===== config.mk =====
export PLATFORM = sky130hd
export DESIGN_NAME = mem_req_buffer
export DESIGN_NICKNAME = d
export VERILOG_FILES = /design/src/rtl/mem_req_buffer_pkg.sv /design/src/rtl/mem_req_buffer_fifo.sv /design/src/rtl/mem_req_buffer.sv
export SDC_FILE = /design/constraint.sdc
export NUM_CORES = 1
export LEC_CHECK = 0
export BUFFER_PORTS_ARGS = -buffer_cell sky130_fd_sc_hd__buf_4
export CAP_MARGIN = 10
export CORE_MARGIN = 4
export CORE_UTILIZATION = 30
export DETAILED_ROUTE_END_ITERATION = 10
export PLACE_DENSITY = 0.46
export SYNTH_ARGS = -nofsm -noshare
export SYNTH_HDL_FRONTEND = slang
export SYNTH_HIERARCHICAL = 1
export SYNTH_SLANG_ARGS = --single-unit
export TNS_END_PERCENT = 30

===== constraint.sdc =====
create_clock -name clk -period 8.4 [get_ports clk]
set_input_delay 2.52 -clock clk [delete_from_list [all_inputs] [get_ports clk]]
set_output_delay 2.52 -clock clk [all_outputs]
set_load 0.03 [all_outputs]

===== src/rtl/mem_req_buffer_pkg.sv =====
// Shared types for the arbiter-to-memory request buffer: command and write-beat payloads.
// Fallback widths apply only when the shared memory defines header has not been read first.
`ifndef MEM_ADDR_BITS
`define MEM_ADDR_BITS 32
`endif
`ifndef MEM_TAG_BITS
`define MEM_TAG_BITS 8
`endif
`ifndef MEM_DATA_BITS
`define MEM_DATA_BITS 64
`endif

package mem_req_buffer_pkg;

  localparam int unsigned ADDR_W = `MEM_ADDR_BITS;
  localparam int unsigned TAG_W  = `MEM_TAG_BITS;
  localparam int unsigned DATA_W = `MEM_DATA_BITS;
  localparam int unsigned MASK_W = DATA_W / 8;

  typedef struct packed {
    logic              rw;
    logic [ADDR_W-1:0] addr;
    logic [TAG_W-1:0]  tag;
  } cmd_t;

  typedef struct packed {
    logic [DATA_W-1:0] bits;
    logic [MASK_W-1:0] mask;
  } wdata_t;

endpackage


===== src/rtl/mem_req_buffer_fifo.sv =====
// Synchronous FIFO with registered storage (no fall-through); pointers carry an extra wrap bit.
module mem_fifo #(
  parameter int unsigned WIDTH = 8,
  parameter int unsigned DEPTH = 4,
  localparam int unsigned CW   = $clog2(DEPTH) + 1
) (
  input  logic             clk,
  input  logic             rst_n,
  input  logic             push_i,
  input  logic [WIDTH-1:0] wdata_i,
  input  logic             pop_i,
  output logic [WIDTH-1:0] rdata_o,
  output logic             full_o,
  output logic             empty_o,
  output logic [CW-1:0]    count_o
);

  localparam int unsigned AW = $clog2(DEPTH);
  localparam int unsigned PW = AW + 1;

  logic [WIDTH-1:0] mem_q [DEPTH];
  logic [PW-1:0]    wr_ptr_q, wr_ptr_d;
  logic [PW-1:0]    rd_ptr_q, rd_ptr_d;
  logic             do_push, do_pop;

  assign do_push = push_i && !full_o;
  assign do_pop  = pop_i && !empty_o;

  always_comb begin
    wr_ptr_d = wr_ptr_q;
    rd_ptr_d = rd_ptr_q;
    if (do_push) wr_ptr_d = wr_ptr_q + PW'(1);
    if (do_pop)  rd_ptr_d = rd_ptr_q + PW'(1);
  end

  always_ff @(posedge clk or negedge rst_n) begin
    if (!rst_n) begin
      wr_ptr_q <= '0;
      rd_ptr_q <= '0;
    end else begin
      wr_ptr_q <= wr_ptr_d;
      rd_ptr_q <= rd_ptr_d;
    end
  end

  // Storage is not reset; empty/full gate every use of its contents.
  always_ff @(posedge clk) begin
    if (do_push) mem_q[wr_ptr_q[AW-1:0]] <= wdata_i;
  end

  assign rdata_o = mem_q[rd_ptr_q[AW-1:0]];
  assign empty_o = (wr_ptr_q == rd_ptr_q);
  assign full_o  = (wr_ptr_q[AW] != rd_ptr_q[AW]) && (wr_ptr_q[AW-1:0] == rd_ptr_q[AW-1:0]);
  assign count_o = wr_ptr_q - rd_ptr_q;

endmodule


===== src/rtl/mem_req_buffer.sv =====
// Decouples the arbiter port from memory: queued commands, write beats released only behind
// their issued command, capped outstanding reads, and a one-cycle registered response path.
module mem_req_buffer
  import mem_req_buffer_pkg::*;
#(
  parameter int unsigned CMD_DEPTH  = 4,
  parameter int unsigned DATA_DEPTH = 8,
  parameter int unsigned DATA_BEATS = 4,
  parameter int unsigned MAX_RD     = 4
) (
  input  logic              clk,
  input  logic              reset,
  input  logic              up_req_valid,
  output logic              up_req_ready,
  input  logic              up_req_rw,
  input  logic [ADDR_W-1:0] up_req_addr,
  input  logic [TAG_W-1:0]  up_req_tag,
  input  logic              up_data_valid,
  output logic              up_data_ready,
  input  logic [DATA_W-1:0] up_data_bits,
  input  logic [MASK_W-1:0] up_data_mask,
  output logic              up_resp_valid,
  output logic [DATA_W-1:0] up_resp_data,
  output logic [TAG_W-1:0]  up_resp_tag,
  output logic              mem_req_valid,
  input  logic              mem_req_ready,
  output logic              mem_req_rw,
  output logic [ADDR_W-1:0] mem_req_addr,
  output logic [TAG_W-1:0]  mem_req_tag,
  output logic              mem_req_data_valid,
  input  logic              mem_req_data_ready,
  output logic [DATA_W-1:0] mem_req_data_bits,
  output logic [MASK_W-1:0] mem_req_data_mask,
  input  logic              mem_resp_valid,
  input  logic [DATA_W-1:0] mem_resp_data,
  input  logic [TAG_W-1:0]  mem_resp_tag
);

  localparam int unsigned CCW = $clog2(CMD_DEPTH) + 1;
  localparam int unsigned DCW = $clog2(DATA_DEPTH) + 1;
  localparam int unsigned BW  = (DATA_BEATS > 1) ? $clog2(DATA_BEATS) : 1;
  localparam int unsigned RW  = 4;

  cmd_t            cmd_in, cmd_head;
  wdata_t          dat_in, dat_head;
  logic            cmd_full, cmd_empty, data_full, data_empty;
  logic [CCW-1:0]  cmd_count;
  logic [DCW-1:0]  data_count;
  logic            cmd_push, cmd_pop, data_push, data_pop;
  logic            issue_gate, rd_inc, beat_last;
  logic [DCW-1:0]  credit_q, credit_d;
  logic [RW-1:0]   rd_cnt_q, rd_cnt_d;
  logic [BW-1:0]   beat_q, beat_d;
  logic            unused_fifo_status;

  assign cmd_in    = '{rw: up_req_rw, addr: up_req_addr, tag: up_req_tag};
  assign dat_in    = '{bits: up_data_bits, mask: up_data_mask};
  assign cmd_push  = up_req_valid && !cmd_full;
  assign data_push = up_data_valid && !data_full;

  mem_fifo #(.WIDTH($bits(cmd_t)), .DEPTH(CMD_DEPTH)) u_cmd_fifo (
    .clk     (clk),
    .rst_n   (reset),
    .push_i  (cmd_push),
    .wdata_i (cmd_in),
    .pop_i   (cmd_pop),
    .rdata_o (cmd_head),
    .full_o  (cmd_full),
    .empty_o (cmd_empty),
    .count_o (cmd_count)
  );

  mem_fifo #(.WIDTH($bits(wdata_t)), .DEPTH(DATA_DEPTH)) u_data_fifo (
    .clk     (clk),
    .rst_n   (reset),
    .push_i  (data_push),
    .wdata_i (dat_in),
    .pop_i   (data_pop),
    .rdata_o (dat_head),
    .full_o  (data_full),
    .empty_o (data_empty),
    .count_o (data_count)
  );

  // Data emptiness is implied by credit; command occupancy only matters through full/empty.
  assign unused_fifo_status = ^{cmd_count, data_empty};

  // A write may issue only once all of its beats sit behind beats already promised to earlier writes.
  always_comb begin
    issue_gate = 1'b0;
    if (cmd_head.rw) issue_gate = 32'(data_count) >= 32'(DATA_BEATS) + 32'(credit_q);
    else             issue_gate = 32'(rd_cnt_q) < 32'(MAX_RD);
  end

  assign up_req_ready       = !cmd_full;
  assign up_data_ready      = !data_full;
  assign mem_req_valid      = !cmd_empty && issue_gate;
  assign cmd_pop            = mem_req_valid && mem_req_ready;
  assign mem_req_rw         = cmd_head.rw;
  assign mem_req_addr       = cmd_head.addr;
  assign mem_req_tag        = cmd_head.tag;
  assign mem_req_data_valid = (credit_q != '0);
  assign data_pop           = mem_req_data_valid && mem_req_data_ready;
  assign mem_req_data_bits  = dat_head.bits;
  assign mem_req_data_mask  = dat_head.mask;

  assign rd_inc    = cmd_pop && !cmd_head.rw;
  assign beat_last = mem_resp_valid && (beat_q == BW'(DATA_BEATS - 1));

  always_comb begin
    credit_d = credit_q;
    beat_d   = beat_q;
    rd_cnt_d = rd_cnt_q;
    if (cmd_pop && cmd_head.rw) credit_d = credit_d + DCW'(DATA_BEATS);
    if (data_pop)               credit_d = credit_d - DCW'(1);
    if (mem_resp_valid)         beat_d   = beat_last ? '0 : beat_q + BW'(1);
    // Completions of reads issued before a reset must not wrap the counter below zero.
    if (rd_inc && !beat_last)                          rd_cnt_d = rd_cnt_q + RW'(1);
    else if (!rd_inc && beat_last && rd_cnt_q != '0)   rd_cnt_d = rd_cnt_q - RW'(1);
  end

  always_ff @(posedge clk or negedge reset) begin
    if (!reset) begin
      credit_q      <= '0;
      rd_cnt_q      <= '0;
      beat_q        <= '0;
      up_resp_valid <= 1'b0;
      up_resp_data  <= '0;
      up_resp_tag   <= '0;
    end else begin
      credit_q      <= credit_d;
      rd_cnt_q      <= rd_cnt_d;
      beat_q        <= beat_d;
      up_resp_valid <= mem_resp_valid;
      up_resp_data  <= mem_resp_data;
      up_resp_tag   <= mem_resp_tag;
    end
  end

endmodule


**Word-level counts from Yosys, hierarchy flattened**

Memories as Yosys holds them, arrays and structs flattened.
Index checks and enable logic that the tools add are counted.

- Memories kept: 2
- Bits in registers: 97
- Bits of input ports: 192
- Output and inout bits: 190
- Memory bits (writable): 740

Memories:

| memory | depth | bits a word | read ports | clocked after memory_dff | wr ports | line | text |
|---|---|---|---|---|---|---|---|
| u_data_fifo.mem_q | 8 | 72 | 1 | 0 | 1 | mem_req_buffer_fifo.sv:21 | `logic [WIDTH-1:0] mem_q [DEPTH];` |
| u_cmd_fifo.mem_q | 4 | 41 | 1 | 0 | 1 | mem_req_buffer_fifo.sv:21 |  |

- Multiplexer cells: 10
- Reduce and logical (&&, ||, !) cells: 27
- Equal/unequal tests: 7
- Add/sub/neg operators: 11
- $lt $le $gt $ge: 2

Operators with widths:

| cell | count |
|---|---|
| $logic_and 1x1->1 | 17 |
| $mux 4 | 4 |
| $add 4x1->4 const B | 3 |
| $reduce_bool 4->1 | 2 |
| $sub 4x1->4 const B | 2 |
| $logic_not 1->1 | 7 |
| $add 3x1->3 const B | 2 |
| $eq 3x3->1 | 2 |
| $add 3x4->5 const A | 1 |
| $ge 4x5->1 | 1 |
| $mux 1 | 5 |
| $add 4x3->4 const B | 1 |
| $eq 4x4->1 | 1 |
| $lt 4x3->1 const B | 1 |
| $sub 4x4->4 | 1 |
| $add 2x1->2 const B | 1 |
| $eq 2x2->1 | 1 |
| $eq 2x2->1 const B | 1 |
| $mux 2 | 1 |
| $ne 1x1->1 | 2 |
| $reduce_bool 2->1 | 1 |

**Logic depth before layout (Yosys ltp)**

- Word-level depth: 11
- Depth in mapped cells: 14

**By module**

The synthesis kept the hierarchy.

Modules (own cells, without submodules):

| module | instances | cells an instance | area each (µm²) |
|---|---|---|---|
| mem_fifo (u_data_fifo) | 1 | 1042 | 22330.2 |
| mem_fifo (u_cmd_fifo) | 1 | 259 | 6376.1 |
| mem_req_buffer | 1 | 146 | 2595.0 |

**Least setup slack after synthesis**

OpenSTA, ideal clock, no wires.

- Path type: input to register
- Start: in up_data_valid
- End: mem u_data_fifo/mem_q[0][0] (netlist bit) (enable)
- Setup time: 0.680 ns
- Data required time: 7.720 ns
- Arrival time: 9.728 ns
- Setup slack: -2.008 ns
- Stages: 3
- Path through: nor2b_1 -> o21ai_4 -> nor4_1

- Cells in the longest elaborated chain, start to end: 4

RTL lines:

| what | line | text |
|---|---|---|
| start: declaration | mem_req_buffer.sv:18 | `input logic up_data_valid,` |
| $logic_and 1x1->1 | mem_req_buffer.sv:59 | `assign data_push = up_data_valid && !data_full;` |
| $logic_and 1x1->1 | mem_req_buffer_fifo.sv:26 | `assign do_push = push_i && !full_o;` |
| $mux 1 | mem_req_buffer_fifo.sv:48 | `if (do_push) mem_q[wr_ptr_q[AW-1:0]] <= wdata_i;` |
| $mux 1 (not written as such) | mem_req_buffer_fifo.sv:48 |  |
| end: declaration | mem_req_buffer_fifo.sv:21 |  |

No other way between the ends.

**Final worst setup path**

- Start: reg u_data_fifo.rd_ptr_q[2]
- End: out mem_req_valid

- Cells in the longest elaborated chain, start to end: 4

RTL lines:

| what | line | text |
|---|---|---|
| start: declaration | mem_req_buffer_fifo.sv:23 | `logic [PW-1:0] rd_ptr_q, rd_ptr_d;` |
| start signal: assignment | mem_req_buffer_fifo.sv:42 | `rd_ptr_q <= rd_ptr_d;` |
| $sub 4x4->4 | mem_req_buffer_fifo.sv:54 | `assign count_o = wr_ptr_q - rd_ptr_q;` |
| net data_count[3] | mem_req_buffer.sv:48 | `logic [DCW-1:0] data_count;` |
| $ge 4x5->1 | mem_req_buffer.sv:91 | `if (cmd_head.rw) issue_gate = 32'(data_count) >= 32'(DATA_BEATS) + 32'(credit_q);` |
| $mux 1 | mem_req_buffer.sv:91 |  |
| $logic_and 1x1->1 | mem_req_buffer.sv:97 | `assign mem_req_valid = !cmd_empty && issue_gate;` |
| end: declaration | mem_req_buffer.sv:25 | `output logic mem_req_valid,` |

The timed path passes the listed nets, and every way through them passes these cells.

==> impl_metrics.toml <==
[status]
status = "complete, no violations"

[sta]
min_period_ps = 6360
skew_ps = 18.0
setup_viol = 0
max_slew.worst_pin.slew_ps = 1080
rsz0062_at_grt = "no"
finalMaxSlewViolations = 0
hold_viol = 0
hold-worst-slack_ps = 484
min_period_over_period = 0.757
slew_headroom = 0.277
fmax_mhz = 157

[floorplan]
ioPinCount = 382
num_rows = 118
chipHeight_um = 331
core_um2 = 103000
die_area_um2 = 109000
initial_core_util = 0.302
dieWidth_um = 331

[cells_and_area]
nFillCells = 9447
final_core_util = 0.374
multi_input_area_um2 = 6090
drive_above_1_share = 0.392
design_area_um2 = 38700
area_growth_syn_to_layout_pct = 23.9
fin_nets = 2103
seq_area_um2 = 24700

[detailed_routing]
route.met2.wl_mm = 38.6
drt-pass1-iter-count = 5
wl_per_cell_um = 22.6
drc = 0
drtIter0Drc = 979
via_count = 14980
drtAntennaViolNets = 0
top_layer = "met5"
viasPerCell = 4.48
drt-met1-wl_mm = 32.1
wl_met3_mm = 3.04
routed_wl_mm = 75.5

[clock_network]
cts-resized-gates = 0
cts_tree = "built"
cts_buffers = 93
htreeDepth = 3
clk_path_buf_depth = 3
clockRootBuffer = "clkbuf_16"
clock_sinks = 837
holdBufCountCts = 0
clk_latency_ps = 660
clk_pin_slew_worst_paths_ps = 60
cts_setup_buffers = 0

[setup_path]
rrSetupSlack_ps = 3650
reg2reg_depth = 9
critPathMaxFanout = 31
crit-reg2reg-launch = "u_data_fifo/rd_ptr_q[2]$_DFFE_PN0P_"
worstReg2RegEnd = "u_data_fifo/mem_q[4][43]$_DFFE_PP_"
start_kind = "register"
crit_type = "reg2out"
end_kind = "primary output"
critical_path_required_ps = 5880
critPathArrivalTime_ps = 3840

[power]
finalPower_mw = 14.8
power.leakage_nw = 13.7
peakVddDrop_mv = 0.178
power.density_nw_per_um2 = 382

[job]
cap_violations = 0

[synth]
avgSynthCellArea_um2 = 21.7
syn_area_um2 = 31300
yosysWarnings = 6
syn_inst = 1442
syn-num-nets = 1658

[worst_hold_path]
worst_hold_path.num_cells = 1
hp-start = "beat_q[0]$_DFFE_PN0P_"
hold_end = "beat_q[0]$_DFFE_PN0P_"
hold_class = "reg2reg"

[global_route]
grt_max_degree = 99
grt_pass1_vias = 15995
overflow = 0
antenna_found_initial = 5
grt_first_pass_wirelength_mm = 108
grt_use_total = 0.135

[placement]
place_hpwl_mm = 41.9
place_congestion = 0.682
port_buffers = 381
post_dp_cell_area_um2 = 35700
[worst max-delay path by stage]
stage / slack, ps / depth (start not counted) / end / from
after CTS: 1900 / 9 / mem_req_valid / u_data_fifo/rd_ptr_q[2]$_DFFE_PN0P_
after floorplan: -70 / 3 / u_data_fifo/mem_q[2][0]$_DFFE_PP_ / up_data_valid
final: 2040 / 9 / mem_req_valid / u_data_fifo/rd_ptr_q[2]$_DFFE_PN0P_
after global routing: 1700 / 9 / mem_req_valid / u_data_fifo/rd_ptr_q[2]$_DFFE_PN0P_
after global placement: 2670 / 10 / mem_req_valid / u_data_fifo/rd_ptr_q[2]$_DFFE_PN0P_
after detailed placement: 2670 / 9 / mem_req_valid / u_data_fifo/rd_ptr_q[2]$_DFFE_PN0P_
[metal layers]
layer,vias to the layer above,track usage
met5,-,0
li1,6636,-
met4,4,0.0407
met2,264,0.228
met1,7967,0.178
met3,109,0.0262
[report_power, final]
part	switching [mW]	internal [mW]	leakage (nW)
Combinational	3.15	2.02	4.39
Clock	1.64	2.32	1.46
Sequential	0.306	5.35	7.85
[layout make-up]
class / count / share of cell area
flip-flops and latches: 837 / 0.637
well taps: 1380 / 0.0446
multi-input cells: 522 / 0.157
clock buffers: 112 / 0.0638
diodes: 4 / 0.000258
inverters: 25 / 0.00245
repair buffers: 408 / 0.0815
clock inverters: 57 / 0.0136
[stage by stage]
step           setup TNS (ps)  std cells  worst slack [ps]
6_report                    0       3345              2040
3_3_place_gp                0       3171              2670
5_1_grt                     0       3343              1700
4_1_cts                     0       3340              1900
2_1_floorplan          -18750       1442             -71.4
3_5_place_dp                0       3171              2670
[layout by cell type (no fill, tap or decap), types with 5 or more instances in the layout]
cell type / instances
edfxtp_1: 740
buf_4: 401
nand2_1: 226
mux4_2: 185
clkbuf_16: 94
dfrtp_1: 92
inv_1: 22
ha_1: 22
clkinv_1: 21
clkinv_2: 15
xnor2_1: 14
clkbuf_1: 13
bufinv_16: 7
nor2_1: 6
inv_6: 6
buf_12: 6
nor3_2: 5
and3_2: 5
a21oi_1: 5
xor2_1: 5
clkbuf_8: 5
[critical path, stage by stage (launching register included)]
cell,delay (ps)
dfrtp_4,570
clkinv_2,650
ha_1,620
a21oi_1,170
xnor2_1,90
ha_1,220
a2111o_1,310
a31oi_1,250
nor2_1,70
buf_4,180
[registers in the layout, summed over array words and instances (netlist names)]
| signal | cells |
|---|---|
| u_data_fifo/mem_q | 576 |
| u_cmd_fifo/mem_q | 164 |
| up_resp_data | 64 |
| up_resp_tag | 8 |
| credit_q | 4 |
| rd_cnt_q | 4 |
| u_data_fifo/rd_ptr_q | 4 |
| u_data_fifo/wr_ptr_q | 4 |
| u_cmd_fifo/rd_ptr_q | 3 |
| u_cmd_fifo/wr_ptr_q | 3 |
| beat_q | 2 |
| up_resp_valid | 1 |
No activity file was read; power rests on OpenSTA's default activity.
